--- src/rtl/dmem_port_arbiter_if.sv ---
// rtl/dmem_port_arbiter_if.sv - request/response and memory-strobe bundle for the two-port data memory arbiter
interface dmem_port_arbiter_if #(
    parameter int ADDR_W = 5,
    parameter int DATA_W = 32
);
    logic              req0_valid;
    logic              req0_write;
    logic [ADDR_W-1:0] req0_addr;
    logic [DATA_W-1:0] req0_wdata;
    logic              req0_ready;
    logic              rsp0_valid;
    logic [DATA_W-1:0] rsp0_rdata;
    logic              rsp0_err;

    logic              req1_valid;
    logic              req1_write;
    logic [ADDR_W-1:0] req1_addr;
    logic [DATA_W-1:0] req1_wdata;
    logic              req1_ready;
    logic              rsp1_valid;
    logic [DATA_W-1:0] rsp1_rdata;
    logic              rsp1_err;

    logic [ADDR_W-1:0] mem_address;
    logic              mem_memWrite;
    logic              mem_memRead;
    logic [DATA_W-1:0] mem_writeData;
    logic [DATA_W-1:0] mem_readData;

    // Requesters plus the memory model: drives requests and read data.
    modport master (
        output req0_valid, req0_write, req0_addr, req0_wdata,
        input  req0_ready, rsp0_valid, rsp0_rdata, rsp0_err,
        output req1_valid, req1_write, req1_addr, req1_wdata,
        input  req1_ready, rsp1_valid, rsp1_rdata, rsp1_err,
        input  mem_address, mem_memWrite, mem_memRead, mem_writeData,
        output mem_readData
    );

    modport slave (
        input  req0_valid, req0_write, req0_addr, req0_wdata,
        output req0_ready, rsp0_valid, rsp0_rdata, rsp0_err,
        input  req1_valid, req1_write, req1_addr, req1_wdata,
        output req1_ready, rsp1_valid, rsp1_rdata, rsp1_err,
        output mem_address, mem_memWrite, mem_memRead, mem_writeData,
        input  mem_readData
    );
endinterface

--- src/rtl/dmem_port_arbiter.sv ---
// rtl/dmem_port_arbiter.sv - round-robin arbiter sharing one data memory between CPU and debug ports
module dmem_port_arbiter #(
    parameter int ADDR_W = 5,
    parameter int DATA_W = 32
) (
    input  logic             clock,
    input  logic             reset_n,
    dmem_port_arbiter_if.slave bus
);
    typedef enum logic [1:0] {
        S_IDLE  = 2'd0,
        S_ISSUE = 2'd1,
        S_RESP  = 2'd2
    } state_t;

    logic [1:0]        r_rst_sync;
    logic              w_rst_n;

    state_t            r_state;
    logic              r_rr_last;
    logic              r_port;
    logic              r_write;
    logic [ADDR_W-1:0] r_mem_address;
    logic              r_mem_write;
    logic              r_mem_read;
    logic [DATA_W-1:0] r_mem_wdata;
    logic [1:0]        r_rsp_valid;
    logic [1:0]        r_rsp_err;
    logic [DATA_W-1:0] r_rsp0_rdata;
    logic [DATA_W-1:0] r_rsp1_rdata;

    logic              w_arb_en;
    logic              w_g0;
    logic              w_g1;
    logic              w_hs;
    logic              w_sel;
    logic              w_sel_write;
    logic [ADDR_W-1:0] w_sel_addr;
    logic [DATA_W-1:0] w_sel_wdata;
    logic              w_misal;

    // Reset takes effect at once but is released only on a clock edge.
    always_ff @(posedge clock or negedge reset_n) begin
        if (!reset_n) r_rst_sync <= 2'b00;
        else          r_rst_sync <= {r_rst_sync[0], 1'b1};
    end

    assign w_rst_n = r_rst_sync[1];

    // Arbitration is open in IDLE and RESP, so a new handshake can overlap a response.
    assign w_arb_en    = w_rst_n && (r_state != S_ISSUE);
    assign w_g0        = w_arb_en && bus.req0_valid && (!bus.req1_valid || r_rr_last);
    assign w_g1        = w_arb_en && bus.req1_valid && (!bus.req0_valid || !r_rr_last);
    assign w_hs        = w_g0 | w_g1;
    assign w_sel       = w_g1;
    assign w_sel_write = w_sel ? bus.req1_write : bus.req0_write;
    assign w_sel_addr  = w_sel ? bus.req1_addr  : bus.req0_addr;
    assign w_sel_wdata = w_sel ? bus.req1_wdata : bus.req0_wdata;
    assign w_misal     = |w_sel_addr[1:0];

    always_ff @(posedge clock or negedge w_rst_n) begin
        if (!w_rst_n) begin
            r_state       <= S_IDLE;
            r_rr_last     <= 1'b1;
            r_port        <= 1'b0;
            r_write       <= 1'b0;
            r_mem_address <= '0;
            r_mem_write   <= 1'b0;
            r_mem_read    <= 1'b0;
            r_mem_wdata   <= '0;
            r_rsp_valid   <= 2'b00;
            r_rsp_err     <= 2'b00;
            r_rsp0_rdata  <= '0;
            r_rsp1_rdata  <= '0;
        end else begin
            r_mem_address <= '0;
            r_mem_write   <= 1'b0;
            r_mem_read    <= 1'b0;
            r_mem_wdata   <= '0;
            r_rsp_valid   <= 2'b00;
            r_rsp_err     <= 2'b00;
            r_rsp0_rdata  <= '0;
            r_rsp1_rdata  <= '0;

            if (r_state == S_ISSUE) begin
                // The memory's negedge read has settled by this edge.
                r_state              <= S_RESP;
                r_rsp_valid[r_port]  <= 1'b1;
                if (!r_write) begin
                    if (r_port) r_rsp1_rdata <= bus.mem_readData;
                    else        r_rsp0_rdata <= bus.mem_readData;
                end
            end else if (w_hs) begin
                r_port    <= w_sel;
                r_write   <= w_sel_write;
                r_rr_last <= w_sel;
                if (w_misal) begin
                    r_state            <= S_RESP;
                    r_rsp_valid[w_sel] <= 1'b1;
                    r_rsp_err[w_sel]   <= 1'b1;
                end else begin
                    r_state       <= S_ISSUE;
                    r_mem_address <= w_sel_addr;
                    r_mem_write   <= w_sel_write;
                    r_mem_read    <= !w_sel_write;
                    r_mem_wdata   <= w_sel_write ? w_sel_wdata : '0;
                end
            end else begin
                r_state <= S_IDLE;
            end
        end
    end

    assign bus.req0_ready    = w_g0;
    assign bus.req1_ready    = w_g1;
    assign bus.rsp0_valid    = r_rsp_valid[0];
    assign bus.rsp0_err      = r_rsp_err[0];
    assign bus.rsp0_rdata    = r_rsp0_rdata;
    assign bus.rsp1_valid    = r_rsp_valid[1];
    assign bus.rsp1_err      = r_rsp_err[1];
    assign bus.rsp1_rdata    = r_rsp1_rdata;
    assign bus.mem_address   = r_mem_address;
    assign bus.mem_memWrite  = r_mem_write;
    assign bus.mem_memRead   = r_mem_read;
    assign bus.mem_writeData = r_mem_wdata;
endmodule

--- src/flat_wrapper.sv ---
// flat-port wrapper written by rule: the top's interface ports become plain ports
module dmem_port_arbiter_flat 
#(
    parameter int ADDR_W = 5,
    parameter int DATA_W = 32
)
  (clock, reset_n, bus_req0_valid, bus_req0_write, bus_req0_addr, bus_req0_wdata, bus_req0_ready, bus_rsp0_valid, bus_rsp0_rdata, bus_rsp0_err, bus_req1_valid, bus_req1_write, bus_req1_addr, bus_req1_wdata, bus_req1_ready, bus_rsp1_valid, bus_rsp1_rdata, bus_rsp1_err, bus_mem_address, bus_mem_memWrite, bus_mem_memRead, bus_mem_writeData, bus_mem_readData);
  dmem_port_arbiter_if #(.ADDR_W(ADDR_W), .DATA_W(DATA_W)) bus_i ();
  input  logic clock;
  input  logic reset_n;
  input wire logic [$bits(bus_i.req0_valid)-1:0] bus_req0_valid;
  input wire logic [$bits(bus_i.req0_write)-1:0] bus_req0_write;
  input wire logic [$bits(bus_i.req0_addr)-1:0] bus_req0_addr;
  input wire logic [$bits(bus_i.req0_wdata)-1:0] bus_req0_wdata;
  output wire logic [$bits(bus_i.req0_ready)-1:0] bus_req0_ready;
  output wire logic [$bits(bus_i.rsp0_valid)-1:0] bus_rsp0_valid;
  output wire logic [$bits(bus_i.rsp0_rdata)-1:0] bus_rsp0_rdata;
  output wire logic [$bits(bus_i.rsp0_err)-1:0] bus_rsp0_err;
  input wire logic [$bits(bus_i.req1_valid)-1:0] bus_req1_valid;
  input wire logic [$bits(bus_i.req1_write)-1:0] bus_req1_write;
  input wire logic [$bits(bus_i.req1_addr)-1:0] bus_req1_addr;
  input wire logic [$bits(bus_i.req1_wdata)-1:0] bus_req1_wdata;
  output wire logic [$bits(bus_i.req1_ready)-1:0] bus_req1_ready;
  output wire logic [$bits(bus_i.rsp1_valid)-1:0] bus_rsp1_valid;
  output wire logic [$bits(bus_i.rsp1_rdata)-1:0] bus_rsp1_rdata;
  output wire logic [$bits(bus_i.rsp1_err)-1:0] bus_rsp1_err;
  output wire logic [$bits(bus_i.mem_address)-1:0] bus_mem_address;
  output wire logic [$bits(bus_i.mem_memWrite)-1:0] bus_mem_memWrite;
  output wire logic [$bits(bus_i.mem_memRead)-1:0] bus_mem_memRead;
  output wire logic [$bits(bus_i.mem_writeData)-1:0] bus_mem_writeData;
  input wire logic [$bits(bus_i.mem_readData)-1:0] bus_mem_readData;
  assign bus_i.req0_valid = bus_req0_valid;
  assign bus_i.req0_write = bus_req0_write;
  assign bus_i.req0_addr = bus_req0_addr;
  assign bus_i.req0_wdata = bus_req0_wdata;
  assign bus_req0_ready = bus_i.req0_ready;
  assign bus_rsp0_valid = bus_i.rsp0_valid;
  assign bus_rsp0_rdata = bus_i.rsp0_rdata;
  assign bus_rsp0_err = bus_i.rsp0_err;
  assign bus_i.req1_valid = bus_req1_valid;
  assign bus_i.req1_write = bus_req1_write;
  assign bus_i.req1_addr = bus_req1_addr;
  assign bus_i.req1_wdata = bus_req1_wdata;
  assign bus_req1_ready = bus_i.req1_ready;
  assign bus_rsp1_valid = bus_i.rsp1_valid;
  assign bus_rsp1_rdata = bus_i.rsp1_rdata;
  assign bus_rsp1_err = bus_i.rsp1_err;
  assign bus_mem_address = bus_i.mem_address;
  assign bus_mem_memWrite = bus_i.mem_memWrite;
  assign bus_mem_memRead = bus_i.mem_memRead;
  assign bus_mem_writeData = bus_i.mem_writeData;
  assign bus_i.mem_readData = bus_mem_readData;
  dmem_port_arbiter #(.ADDR_W(ADDR_W), .DATA_W(DATA_W)) u_core (.clock(clock), .reset_n(reset_n), .bus(bus_i));
endmodule
--- config.mk ---
export PLATFORM = sky130hd
export DESIGN_NAME = dmem_port_arbiter_flat
export DESIGN_NICKNAME = d
export VERILOG_FILES = /design/src/rtl/dmem_port_arbiter_if.sv /design/src/rtl/dmem_port_arbiter.sv /design/src/flat_wrapper.sv
export SDC_FILE = /design/constraint.sdc
export NUM_CORES = 1
export LEC_CHECK = 0
export CORE_MARGIN = 2
export CORE_UTILIZATION = 38
export DETAILED_ROUTE_END_ITERATION = 10
export PLACE_DENSITY = 0.79
export SYNTH_ARGS = -nofsm -noshare
export SYNTH_HDL_FRONTEND = slang
export SYNTH_SLANG_ARGS = --single-unit
--- constraint.sdc ---
create_clock -name clock -period 5 [get_ports clock]
set_input_delay 0.5 -clock clock [delete_from_list [all_inputs] [get_ports clock]]
set_output_delay 0.5 -clock clock [all_outputs]
set_load 0.1 [all_outputs]
Word level (Yosys, flattened, before mapping)
Cells that the tools add are included.
{ "op_classes": {"magnitude_cmp": 4, "eq_ne": 2, "mux": 33, "bitwise_logic": 2, "n_reduce_logical": 15} }
{ "op_table": {"columns": ["op", "n"], "rows": [
  ["$mux W32", 11],
  ["$mux W5", 4],
  ["$mux W2", 7],
  ["$mux W1", 9],
  ["$logic_and A1 B1 Y1", 7],
  ["$logic_not A1 Y1", 4],
  ["$lt A1 B2 Y1 const B", 2],
  ["$demux W1 S1", 2],
  ["$eq A2 B1 Y1 const B", 1],
  ["$ge A1 B1 Y1 const B", 2],
  ["$logic_or A1 B1 Y1", 2],
  ["$ne A2 B1 Y1 const B", 1],
  ["$reduce_and A2 Y1", 1],
  ["$reduce_or A2 Y1", 1],
  ["$not A1 Y1", 1],
  ["$or A1 B1 Y1", 1]
]} }
{ "totals": {"reg_bits": 114, "inputBits": 112, "output_inout_bits": 109, "word_cells": 69} }

Longest topological paths before layout
Gate-level depths: netlist of the first run.
{ "logic_depth": {"word_depth": 11, "depth_mapped": 6, "mapped_depth_nobuf": 4} }

Worst setup path before layout of the first run
Ideal clock, no wire load.
{ "synth_path": {"kind": "register to register", "start": "register u_core.r_rst_sync[1]", "end": "register u_core.r_state[1]", "setup_time_ns": 0.087, "arrival_ns": 6.353, "required_time_ns": 4.913, "setup_slack_ns": -1.440, "path_stages_with_launch": 5, "path_buffers": 0, "period_less_slack_ns": 6.440, "cell_sequence": "dfrtp_1 inv_1 nor3_1 o21ai_0 nand3_1"} }
{ "synth_via": {"elab_chain_len": 8, "word_cells_on_any_way": 11, "cone_classes": "mux (4); bitwise (1); reduce/logical (6)"} }
{ "synth_lines": {"columns": ["element", "line_no", "text"], "rows": [
  ["start: declaration", "dmem_port_arbiter.sv:16", "logic [1:0] r_rst_sync;"],
  ["start signal: assignment", "dmem_port_arbiter.sv:45", "else r_rst_sync <= {r_rst_sync[0], 1'b1};"],
  ["$logic_and A1 B1 Y1 *", "dmem_port_arbiter.sv:51", "assign w_arb_en = w_rst_n && (r_state != S_ISSUE);"],
  ["$logic_and A1 B1 Y1 * (2 in series)", "dmem_port_arbiter.sv:53", "assign w_g1 = w_arb_en && bus.req1_valid && (!bus.req0_valid || !r_rr_last);"],
  ["net bus_req1_ready", "flat_wrapper.sv:23", "output wire logic [$bits(bus_i.req1_ready)-1:0] bus_req1_ready;"],
  ["$mux W5", "dmem_port_arbiter.sv:57", "assign w_sel_addr = w_sel ? bus.req1_addr : bus.req0_addr;"],
  ["$reduce_or A2 Y1", "dmem_port_arbiter.sv:59", "assign w_misal = |w_sel_addr[1:0];"],
  ["$mux W2", "dmem_port_arbiter.sv:97", "if (w_misal) begin"],
  ["$mux W2 *", "dmem_port_arbiter.sv:93", "end else if (w_hs) begin"],
  ["$mux W2 *", "dmem_port_arbiter.sv:85", "if (r_state == S_ISSUE) begin"],
  ["end signal: assignment", "dmem_port_arbiter.sv:63", "r_state <= S_IDLE;"],
  ["end signal: assignment", "dmem_port_arbiter.sv:87", "r_state <= S_RESP;"],
  ["end signal: assignment", "dmem_port_arbiter.sv:98", "r_state <= S_RESP;"],
  ["end: declaration", "dmem_port_arbiter.sv:19", "state_t r_state;"]
]} }
Mark *: on every way through the listed nets, which the timed path passes. The rest lies on a longest branch.
A chain may end at the register's enable or synchronous reset.

Worst setup path in the final report of the first run
{ "layout_path": {"start": "register u_core.r_rst_sync[1]", "end": "output bus_req1_ready"} }
{ "layout_via": {"elab_chain_len": 3} }
{ "layout_lines": {"columns": ["element", "line_no"], "rows": [
  ["$logic_and A1 B1 Y1", "dmem_port_arbiter.sv:51"],
  ["$logic_and A1 B1 Y1 (2 in series)", "dmem_port_arbiter.sv:53"],
  ["end: declaration", "flat_wrapper.sv:23"]
]} }
No other way between the ends.

==> impl_metrics.json, run 1 <==
{
  "finalCriticalPeriod_ns": 3.47,
  "dp_hpwl_um": 7700,
  "coreArea_sq_mm": 0.0103,
  "status": "finished, final reports clean",
  "die_h_um": 107,
  "setup_viol": 0,
  "routedWlPerCell_um": 15.9,
  "final_area_sq_mm": 0.00695,
  "cp-start-kind": "flop",
  "synth_seq_cells": 114,
  "grt_pass1_vias": 3377,
  "maxSlewViolCount": 0,
  "cap_viol_max_count": 0,
  "ant_nets": 0,
  "endpoint_kind": "output pin",
  "cp.depth": 3,
  "critPathLaunch": "u_core.r_rst_sync[1]",
  "worst_path_dominant_cell_family": "buffers and inverters",
  "clk_latency_ns": 0.51,
  "place_congestion": 0.816,
  "yosys-mux-area-fraction_pct": 0,
  "num_antenna_cells": 0,
  "synthDistinctLibCells": 28,
  "syn_inst": 303,
  "period_share_pct": 69.5,
  "synth_compound_area_share_pct": 10.0,
  "rsz0062_at_grt": "no",
  "io_buffer_count": 220,
  "setup_ws_ns": 1.53,
  "clock_sinks": 114,
  "synthArstFlopShare_pct": 100,
  "post-cts-setup-buffers": 0,
  "reg2reg_depth": 4,
  "power_density_mw_per_mm2": 380,
  "synthFlopType": "dfrtp_1",
  "hp-class": "in2async",
  "reg2reg_setup_slack_ns": 2.31,
  "crit_path_cell_trace": "inv_1, nor3_2, clkdlybuf4s50_1",
  "grt_pass1_wl_um": 16800,
  "cts_tree": "built",
  "final_util_pct": 67.7,
  "first_pass_iters": 4,
  "row_count": 37,
  "vias": 3178,
  "finalNetCount": 642,
  "hold_viol_final": 0,
  "cts_buffer_depth": 2,
  "r2r-end": "u_core.bus.mem_writeData[16]",
  "p_leak_nw": 3.09,
  "slew_headroom_pct": 22.6,
  "synth_top_family_by_area": "simple AND/OR/NAND/NOR gates",
  "crit_type": "reg2out",
  "synth-simple-area-share_pct": 15.2,
  "hold_buffers": 0,
  "die_area_sq_mm": 0.0114,
  "cp_max_fo": 41,
  "start_util_pct": 38.9,
  "critPathBufInv": 2,
  "grt-ovfl-total": 0,
  "mostFrequentLayoutCell": "clkdlybuf4s50_1",
  "synthXorXnorAreaFrac_pct": 0,
  "fin_tns_setup_ns": 0,
  "cts_resized": 0,
  "clock.fmax_mhz": 288,
  "syn_to_final_growth_pct": 73.9,
  "ys.warnings.count": 0,
  "synthAdderAreaFrac_pct": 0,
  "layout_common_cells": "220 x clkdlybuf4s50_1, 112 x dfrtp_1, 66 x nor2_1",
  "grtUsageTotal_pct": 19.4,
  "place_area_sq_mm": 0.00630,
  "tightestPinTransition_ns": 1.16,
  "grt_max_degree": 79,
  "h-tree-depth": 4,
  "power_mw": 2.65,
  "cp.arrival_ns": 2.97,
  "crit_end": "bus_req1_ready",
  "routed_wl_um": 10800,
  "cts_buffers": 17,
  "skew_ns": 0.00797,
  "dp_slack_ns": 1.79,
  "drt_iter0_drc": 141,
  "synth_edf_count": 0,
  "num-fill-cells": 779,
  "drive_gt1_share_pct": 10.3,
  "crit_slowest_cell": "clkdlybuf4s50_1",
  "io_pins": 221,
  "worstPathRequired_ns": 4.50,
  "syn_area_per_cell_sq_um": 13.2,
  "regToRegStartpoint": "u_core.r_rst_sync[1]",
  "cpPeakStageDelay_ns": 1.19,
  "antenna_found_initial": 0,
  "netlist_area_sq_mm": 0.00400,
  "cts_root_buf": "clkbuf_8",
  "chipWidth_um": 107,
  "clk_pin_slew_ns": 0.06,
  "yosysSeqAreaShare_pct": 71.3,
  "ir_drop_uv": 182,
  "viasPerCell": 4.69,
  "drc": 0
}
## layer usage
metal	GRT usage (%)	part of all wire [%]	vias to the layer above
li1	-	-	1458
met1	21.0	37	1563
met2	35.2	54	138
met3	6.14	6.3	19
met4	7.70	2.1	0
met5	0	0	-
## area by class of cell
type	instances	area [sq um]	area share, %
timing repair buffer	224	2230	32.1
tap	136	170	2.45
clock buffer	22	453	6.51
clock inverter	9	203	2.91
sequential	114	2860	41.1
multi-input combinational	169	1020	14.7
inverter	4	15.0	0.216
## registers in the layout (all words and copies together), names as in the netlist
signal                    cells
u_core.bus.mem_address        5
u_core.r_rr_last              1
u_core.bus.mem_writeData     32
u_core.r_rsp_valid            2
u_core.r_rsp_err              2
u_core.bus.mem_memWrite       1
u_core.r_write                1
u_core.bus.rsp0_rdata        32
u_core.r_state                2
u_core.bus.mem_memRead        1
u_core.r_rst_sync             2
u_core.bus.rsp1_rdata        32
u_core.r_port                 1
## worst min path at each step
stage / depth (start not counted) / startpoint / slack (ns) / end
after floorplan: 0 / reset_n / 0.20 / u_core.r_rst_sync[0]
after global placement: 0 / u_core.r_rst_sync[1] / 0.31 / u_core.r_write
after detailed placement: 0 / u_core.r_rst_sync[1] / 0.32 / u_core.r_write
after CTS: 1 / reset_n / 0.14 / u_core.r_rst_sync[0]
after global routing: 1 / reset_n / 0.14 / u_core.r_rst_sync[0]
final: 1 / reset_n / 0.16 / u_core.r_rst_sync[0]
## where the power goes
group / leakage (nW) / switching, mW / internal, mW
logic: 1.22 / 0.199 / 0.142
clock network: 0.308 / 0.393 / 0.933
registers: 1.57 / 0.0298 / 0.948
total: 3.09 / 0.623 / 2.02
## worst reg2reg max path, stage by stage (launching register included)
cell     delay [ns]
dfrtp_4        0.76
inv_1          0.21
nor4b_4        0.40
and2_1         0.96
a22o_2         0.30
## per-stage QoR
step / instances / hold WS [ns]
global placement: 647 / 0.313
finish: 678 / 0.157
floorplan: 304 / 0.204
CTS: 678 / 0.139
global route: 678 / 0.137
detailed placement: 647 / 0.325
## logic make-up (layout without fill, tap and decap cells)
| logic type | count (synthesis) | count (layout) |
|---|---|---|
| and+or+nand+nor | 120 | 120 |
| DFF | 114 | 114 |
| AOI/OAI and AO/OA | 46 | 46 |
| buffers and inverters | 21 | 259 |
| other | 2 | 3 |
## cell usage after synthesis, types with 2 or more instances
library cell,n,area [sq um]
dfrtp_1,113,2830
nor2_1,66,248
nand2b_1,36,225
a22o_1,20,175
a22o_2,15,150
clkbuf_1,10,37.5
buf_6,7,78.8
nand2_1,7,26.3
inv_1,4,15.0
o21ai_0,3,15.0
a21o_1,2,15.0
conb_1,2,7.51
nor3_1,2,10.0
or2_2,2,12.5
Power figures use the tool's default switching activity.
==> inputs of run 2 (changes only) <==
CORE_UTILIZATION = 35   (was 38)
PLACE_DENSITY = 0.77   (was 0.79)
clock period = 2.9 ns   (was 5 ns; I/O delays follow)
==> run 2 against run 1 <==
  * Non-clock buffer count grew 2
  * Clock skew is 0.00065 ns higher
  * Via count decreased by 1.7%
  * Wire length is 1.6% lower
  * Global-route usage fell by 1.9 points
  * Power increased by 66%
  * Clock power up 59%
  * Worst hold slack lost 0.11 ns
  * Critical endpoint is now bus_req0_ready
  * First-iteration DRC count fell by 23%
  * Critical path type unchanged
  * Final cell count grew 1.5%
==> impl_metrics.json, run 2 (synthesized netlist as in run 1, its figures left out) <==
{
  "p_sw_mw": 1.11,
  "drc": 0,
  "cts_tree": "built",
  "mostFrequentLayoutCell": "buf_4",
  "cap_viol_max_count": 0,
  "cp.arrival_ns": 1.69,
  "finalNetCount": 644,
  "skew_ns": 0.00861,
  "top_usage_layer": "met2",
  "num_antenna_cells": 0,
  "reg2reg_setup_slack_ns": 1.07,
  "row_count": 39,
  "vias": 3125,
  "place_congestion": 0.760,
  "h-tree-depth": 4,
  "die_area_sq_mm": 0.0123,
  "setup_viol": 0,
  "finalCriticalPeriod_ns": 1.98,
  "hold_viol_final": 0,
  "cts_root_buf": "clkbuf_16",
  "routedWlPerCell_um": 15.5,
  "power_frac_clock_pct": 48.2,
  "clock.fmax_mhz": 504,
  "grtUsageTotal_pct": 17.6,
  "layout_common_cells": "113 x buf_4, 112 x dfrtp_1, 111 x clkdlybuf4s50_1",
  "ant_nets": 0,
  "clock_sinks": 114,
  "maxSlewViolCount": 0,
  "cts_buffers": 17,
  "chipWidth_um": 111,
  "p_int_mw": 3.27,
  "use_met2_pct": 31.4,
  "viasPerCell": 4.54,
  "cp_max_fo": 6,
  "grt-ovfl-total": 0,
  "cp-start-kind": "flop",
  "hp-class": "in2async",
  "seq_power_share_pct": 38.2,
  "ir_drop_uv": 319,
  "grt_use_met3_pct": 8.09,
  "p_sw_share_pct": 25.3,
  "grt_pass1_vias": 3324,
  "critPathLaunch": "u_core.r_rr_last",
  "antenna_found_initial": 0,
  "drt_iter0_drc": 109,
  "regToRegStartpoint": "u_core.r_rr_last",
  "r2r-end": "u_core.bus.mem_writeData[2]",
  "grt_max_degree": 68,
  "power_density_mw_per_mm2": 655,
  "clk_pin_slew_ns": 0.06,
  "reg2reg_depth": 5,
  "grt_pass1_wl_um": 16700,
  "syn_to_final_growth_pct": 67.3,
  "dp_hpwl_um": 7720,
  "worstPathRequired_ns": 2.61,
  "fin_tns_setup_ns": 0,
  "coreArea_sq_mm": 0.0113,
  "crit_end": "bus_req0_ready",
  "period_share_pct": 68.4,
  "p_leak_nw": 3.31,
  "die_h_um": 111,
  "endpoint_kind": "output pin",
  "clk_latency_ns": 0.40,
  "crit_type": "reg2out",
  "use_met1_pct": 17.8,
  "drive_gt1_share_pct": 31.2,
  "post-cts-setup-buffers": 0,
  "first_pass_iters": 4,
  "cts_buffer_depth": 2,
  "slew_headroom_pct": 34.0,
  "routed_wl_um": 10600,
  "power_mw": 4.38,
  "status": "finished, final reports clean",
  "hold_buffers": 0,
  "num-fill-cells": 903,
  "io_pins": 221,
  "io_buffer_count": 220,
  "tightestPinTransition_ns": 0.990,
  "pwr-share-comb_pct": 13.6,
  "rsz0062_at_grt": "no",
  "cts_resized": 0,
  "start_util_pct": 35.5
}
==> run 2: cell types whose count changed in the layout (fill, tap and decap cells not counted), sizes merged <==
cell,delta
clkinv,+4
buf,+111
clkbuf,-2
clkdlybuf4s50,-109
bufinv,-3
inv,+1
clkinvlp,+1
==> run 2: worst min-delay path by stage <==
| stage | startpoint | endpoint | slack [ns] |
|---|---|---|---|
| 5_1_grt | reset_n | u_core.r_rst_sync[1] | 0.03 |
| 3_3_place_gp | u_core.r_rst_sync[0] | u_core.r_rst_sync[1] | 0.34 |
| 4_1_cts | reset_n | u_core.r_rst_sync[1] | 0.03 |
| 3_5_place_dp | u_core.r_rst_sync[0] | u_core.r_rst_sync[1] | 0.34 |
| 2_1_floorplan | reset_n | u_core.r_rst_sync[0] | -0.006 |
| 6_report | reset_n | u_core.r_rst_sync[1] | 0.04 |
==> run 2: routing by layer <==
layer | up-vias | wire [um]
met5 | - | 0
met4 | 0 | 213
met3 | 19 | 928
met2 | 149 | 5620
met1 | 1491 | 3880
li1 | 1466 | -
==> run 2: area by class of cell <==
class | instances | area [sq um] | area share (%)
well taps | 143 | 179 | 2.67
multi-input cells | 169 | 1030 | 15.4
clock inverters | 12 | 156 | 2.34
flip-flops and latches | 114 | 2860 | 42.7
repair buffers | 226 | 2000 | 29.9
clock buffers | 20 | 457 | 6.82
inverters | 4 | 15.0 | 0.224
==> run 2: critical path: stages (launching register included) <==
cell and delay (ns):
dfstp_2 0.56, nand2b_1 0.16, nand4_2 0.22, inv_1 0.17, buf_12 0.19
==> run 2: power groups by stage <==
stage               Sequential [mW]  Combinational [mW]  Clock, mW
floorplan                      1.89               0.156          0
global placement               1.70               0.590          0
detailed placement             1.70               0.599          0
CTS                            1.68               0.601       2.15
global route                   1.68               0.628       2.23
finish                         1.68               0.596       2.11
==> run 2: through the flow <==
step / std cells / instance area [sq um] / hold WS [ns] / setup slack, ns / utilization [%]
6_report: 688 / 6690 / 0.0437 / 0.917 / 59.4
5_1_grt: 688 / 6690 / 0.0313 / 0.842 / 59.4
4_1_cts: 688 / 6690 / 0.0297 / 0.904 / 59.4
3_5_place_dp: 656 / 6080 / 0.343 / 0.732 / 53.9
3_3_place_gp: 656 / 6080 / 0.339 / 0.772 / 53.9
2_1_floorplan: 304 / 4020 / -0.00559 / 0.00229 / -
==> inputs of run 3 (changes only) <==
CORE_UTILIZATION = 38   (was 35)
PLACE_DENSITY = 0.79   (was 0.77)
clock period = 2.1 ns   (was 2.9 ns; I/O delays follow)
==> run 3 against run 2 <==
  * Register-to-register slack worse by 0.65 ns
  * Clock-buffer cell count is 5 higher
  * Combinational power is 42% higher
  * Utilization is 5.5 points higher
  * Wire length is 0.64% higher
  * First-iteration DRC count is 25% higher
  * Die area is 7.6% lower
  * Final cell count is 0.58% lower
  * Cell area is 0.37% lower
  * Critical endpoint unchanged
  * Largest cell class unchanged
==> impl_metrics.json, run 3 (synthesized netlist as in run 1, its figures left out) <==
{
  "period_share_pct": 96.1,
  "num-fill-cells": 819,
  "cp.arrival_ns": 1.81,
  "cp-start-kind": "flop",
  "antenna_found_initial": 0,
  "num_antenna_cells": 0,
  "tightestPinTransition_ns": 0.666,
  "power_density_mw_per_mm2": 849,
  "h-tree-depth": 4,
  "p_int_mw": 4.22,
  "clock.fmax_mhz": 495,
  "worstPathRequired_ns": 1.89,
  "dp_slack_ns": 0.102,
  "coreArea_sq_mm": 0.0103,
  "setup_viol": 0,
  "drt_iter0_drc": 136,
  "layout_common_cells": "114 x buf_4, 112 x dfrtp_1, 111 x clkdlybuf4s50_1",
  "vias": 3124,
  "pwr-share-comb_pct": 15.0,
  "cp_max_fo": 5,
  "grtUsageTotal_pct": 19.3,
  "die_h_um": 107,
  "final_area_sq_mm": 0.00667,
  "crit_type": "reg2out",
  "hp-class": "reg2async",
  "cts_tree": "built",
  "p_sw_mw": 1.44,
  "cap_viol_max_count": 0,
  "finalCriticalPeriod_ns": 2.02,
  "start_util_pct": 38.9,
  "clk_latency_ns": 0.49,
  "place_area_sq_mm": 0.00613,
  "place_congestion": 0.813,
  "p_leak_nw": 3.30,
  "cts_root_buf": "clkbuf_8",
  "finalNetCount": 648,
  "ant_nets": 0,
  "ir_drop_uv": 518,
  "endpoint_kind": "output pin",
  "slew_headroom_pct": 55.6,
  "routed_wl_um": 10700,
  "setup_ws_ns": 0.0817,
  "power_frac_clock_pct": 44.2,
  "viasPerCell": 4.57,
  "io_pins": 221,
  "mostFrequentLayoutCell": "buf_4",
  "io_buffer_count": 220,
  "dp_hpwl_um": 7850,
  "drive_gt1_share_pct": 31.2,
  "status": "finished, final reports clean",
  "first_pass_iters": 4,
  "syn_to_final_growth_pct": 66.7,
  "row_count": 37,
  "cts_buffers": 17,
  "skew_ns": 0.00900,
  "clock_sinks": 114,
  "critPathLaunch": "u_core.r_rr_last",
  "grt_pass1_vias": 3348,
  "routedWlPerCell_um": 15.7,
  "grt_pass1_wl_um": 16700,
  "grt-ovfl-total": 0,
  "chipWidth_um": 107,
  "seq_power_share_pct": 40.8,
  "p_sw_share_pct": 25.5,
  "maxSlewViolCount": 0,
  "cts_buffer_depth": 2,
  "regToRegStartpoint": "u_core.r_rst_sync[1]",
  "clk_pin_slew_ns": 0.05,
  "drc": 0,
  "hold_viol_final": 0,
  "grt_max_degree": 57,
  "die_area_sq_mm": 0.0114,
  "rsz0062_at_grt": "no"
}
-- run 3: cell types whose count changed in the layout (fill, tap and decap cells not counted), sizes merged --
cell	change
inv	-2
clkbuf	+5
buf	+3
dlygate4sd3	+1
clkinvlp	-2
bufinv	-2
-- run 3: layout make-up --
| type | count | area (sq um) | area share [%] |
|---|---|---|---|
| clock inverter | 6 | 57.6 | 0.863 |
| timing repair buffer | 230 | 2060 | 30.8 |
| sequential | 114 | 2860 | 42.9 |
| tap | 136 | 170 | 2.55 |
| inverter | 4 | 21.3 | 0.319 |
| multi-input combinational | 169 | 1040 | 15.6 |
| clock buffer | 25 | 464 | 6.96 |
-- run 3: per-stage QoR --
stage | power [mW] | hold slack, ns | instances | setup TNS [ns] | util, %
finish | 5.66 | 0.201 | 684 | 0 | 64.9
global route | 5.88 | 0.220 | 684 | 0 | 64.9
CTS | 5.71 | 0.208 | 684 | 0 | 64.8
detailed placement | 3.19 | 0.202 | 652 | 0 | 59.6
global placement | 3.17 | 0.198 | 652 | 0 | 59.6
floorplan | 2.83 | -0.0856 | 304 | -13.51 | -
-- run 3: final timing paths --
path	endpoint	slack [ns]	cells after the start
min reg2reg	u_core.bus.rsp1_rdata[26]	0.20	0
min in group clock	u_core.bus.rsp0_rdata[21]	0.28	3
max in group asynchronous	u_core.bus.rsp1_rdata[3]	0.94	1
min	u_core.bus.rsp1_rdata[26]	0.20	0
max reg2reg	u_core.bus.mem_writeData[13]	0.42	5
max	bus_req0_ready	0.08	5
-- run 3: layer usage --
layer / vias to the layer above / GRT usage, % / share of wire, %
met5: - / 0 / 0
met4: 0 / 7.42 / 1.4
li1: 1462 / - / -
met3: 13 / 6.02 / 6.8
met1: 1516 / 21.4 / 37
met2: 133 / 34.5 / 55
-- run 3: timing repair --
item,in CTS,in global routing
endpoints found under the hold margin,2,0
hold buffers,1,0
resized for setup,0,1
buffers inserted,0,0
setup endpoints to repair,0,1
-- run 3: power by group through the flow --
| stage | Sequential, mW | Clock [mW] | Combinational [mW] |
|---|---|---|---|
| finish | 2.31 | 2.50 | 0.848 |
| global route | 2.32 | 2.67 | 0.897 |
| CTS | 2.31 | 2.55 | 0.849 |
| detailed placement | 2.35 | 0 | 0.844 |
| global placement | 2.34 | 0 | 0.832 |
| floorplan | 2.61 | 0 | 0.217 |
-- run 3: worst max-delay path, cell delays in order (launching register included) --
cell,delay [ns]
dfstp_2,0.57
nand2b_4,0.15
nand4_2,0.16
buf_4,0.20
clkinvlp_4,0.08
buf_12,0.17
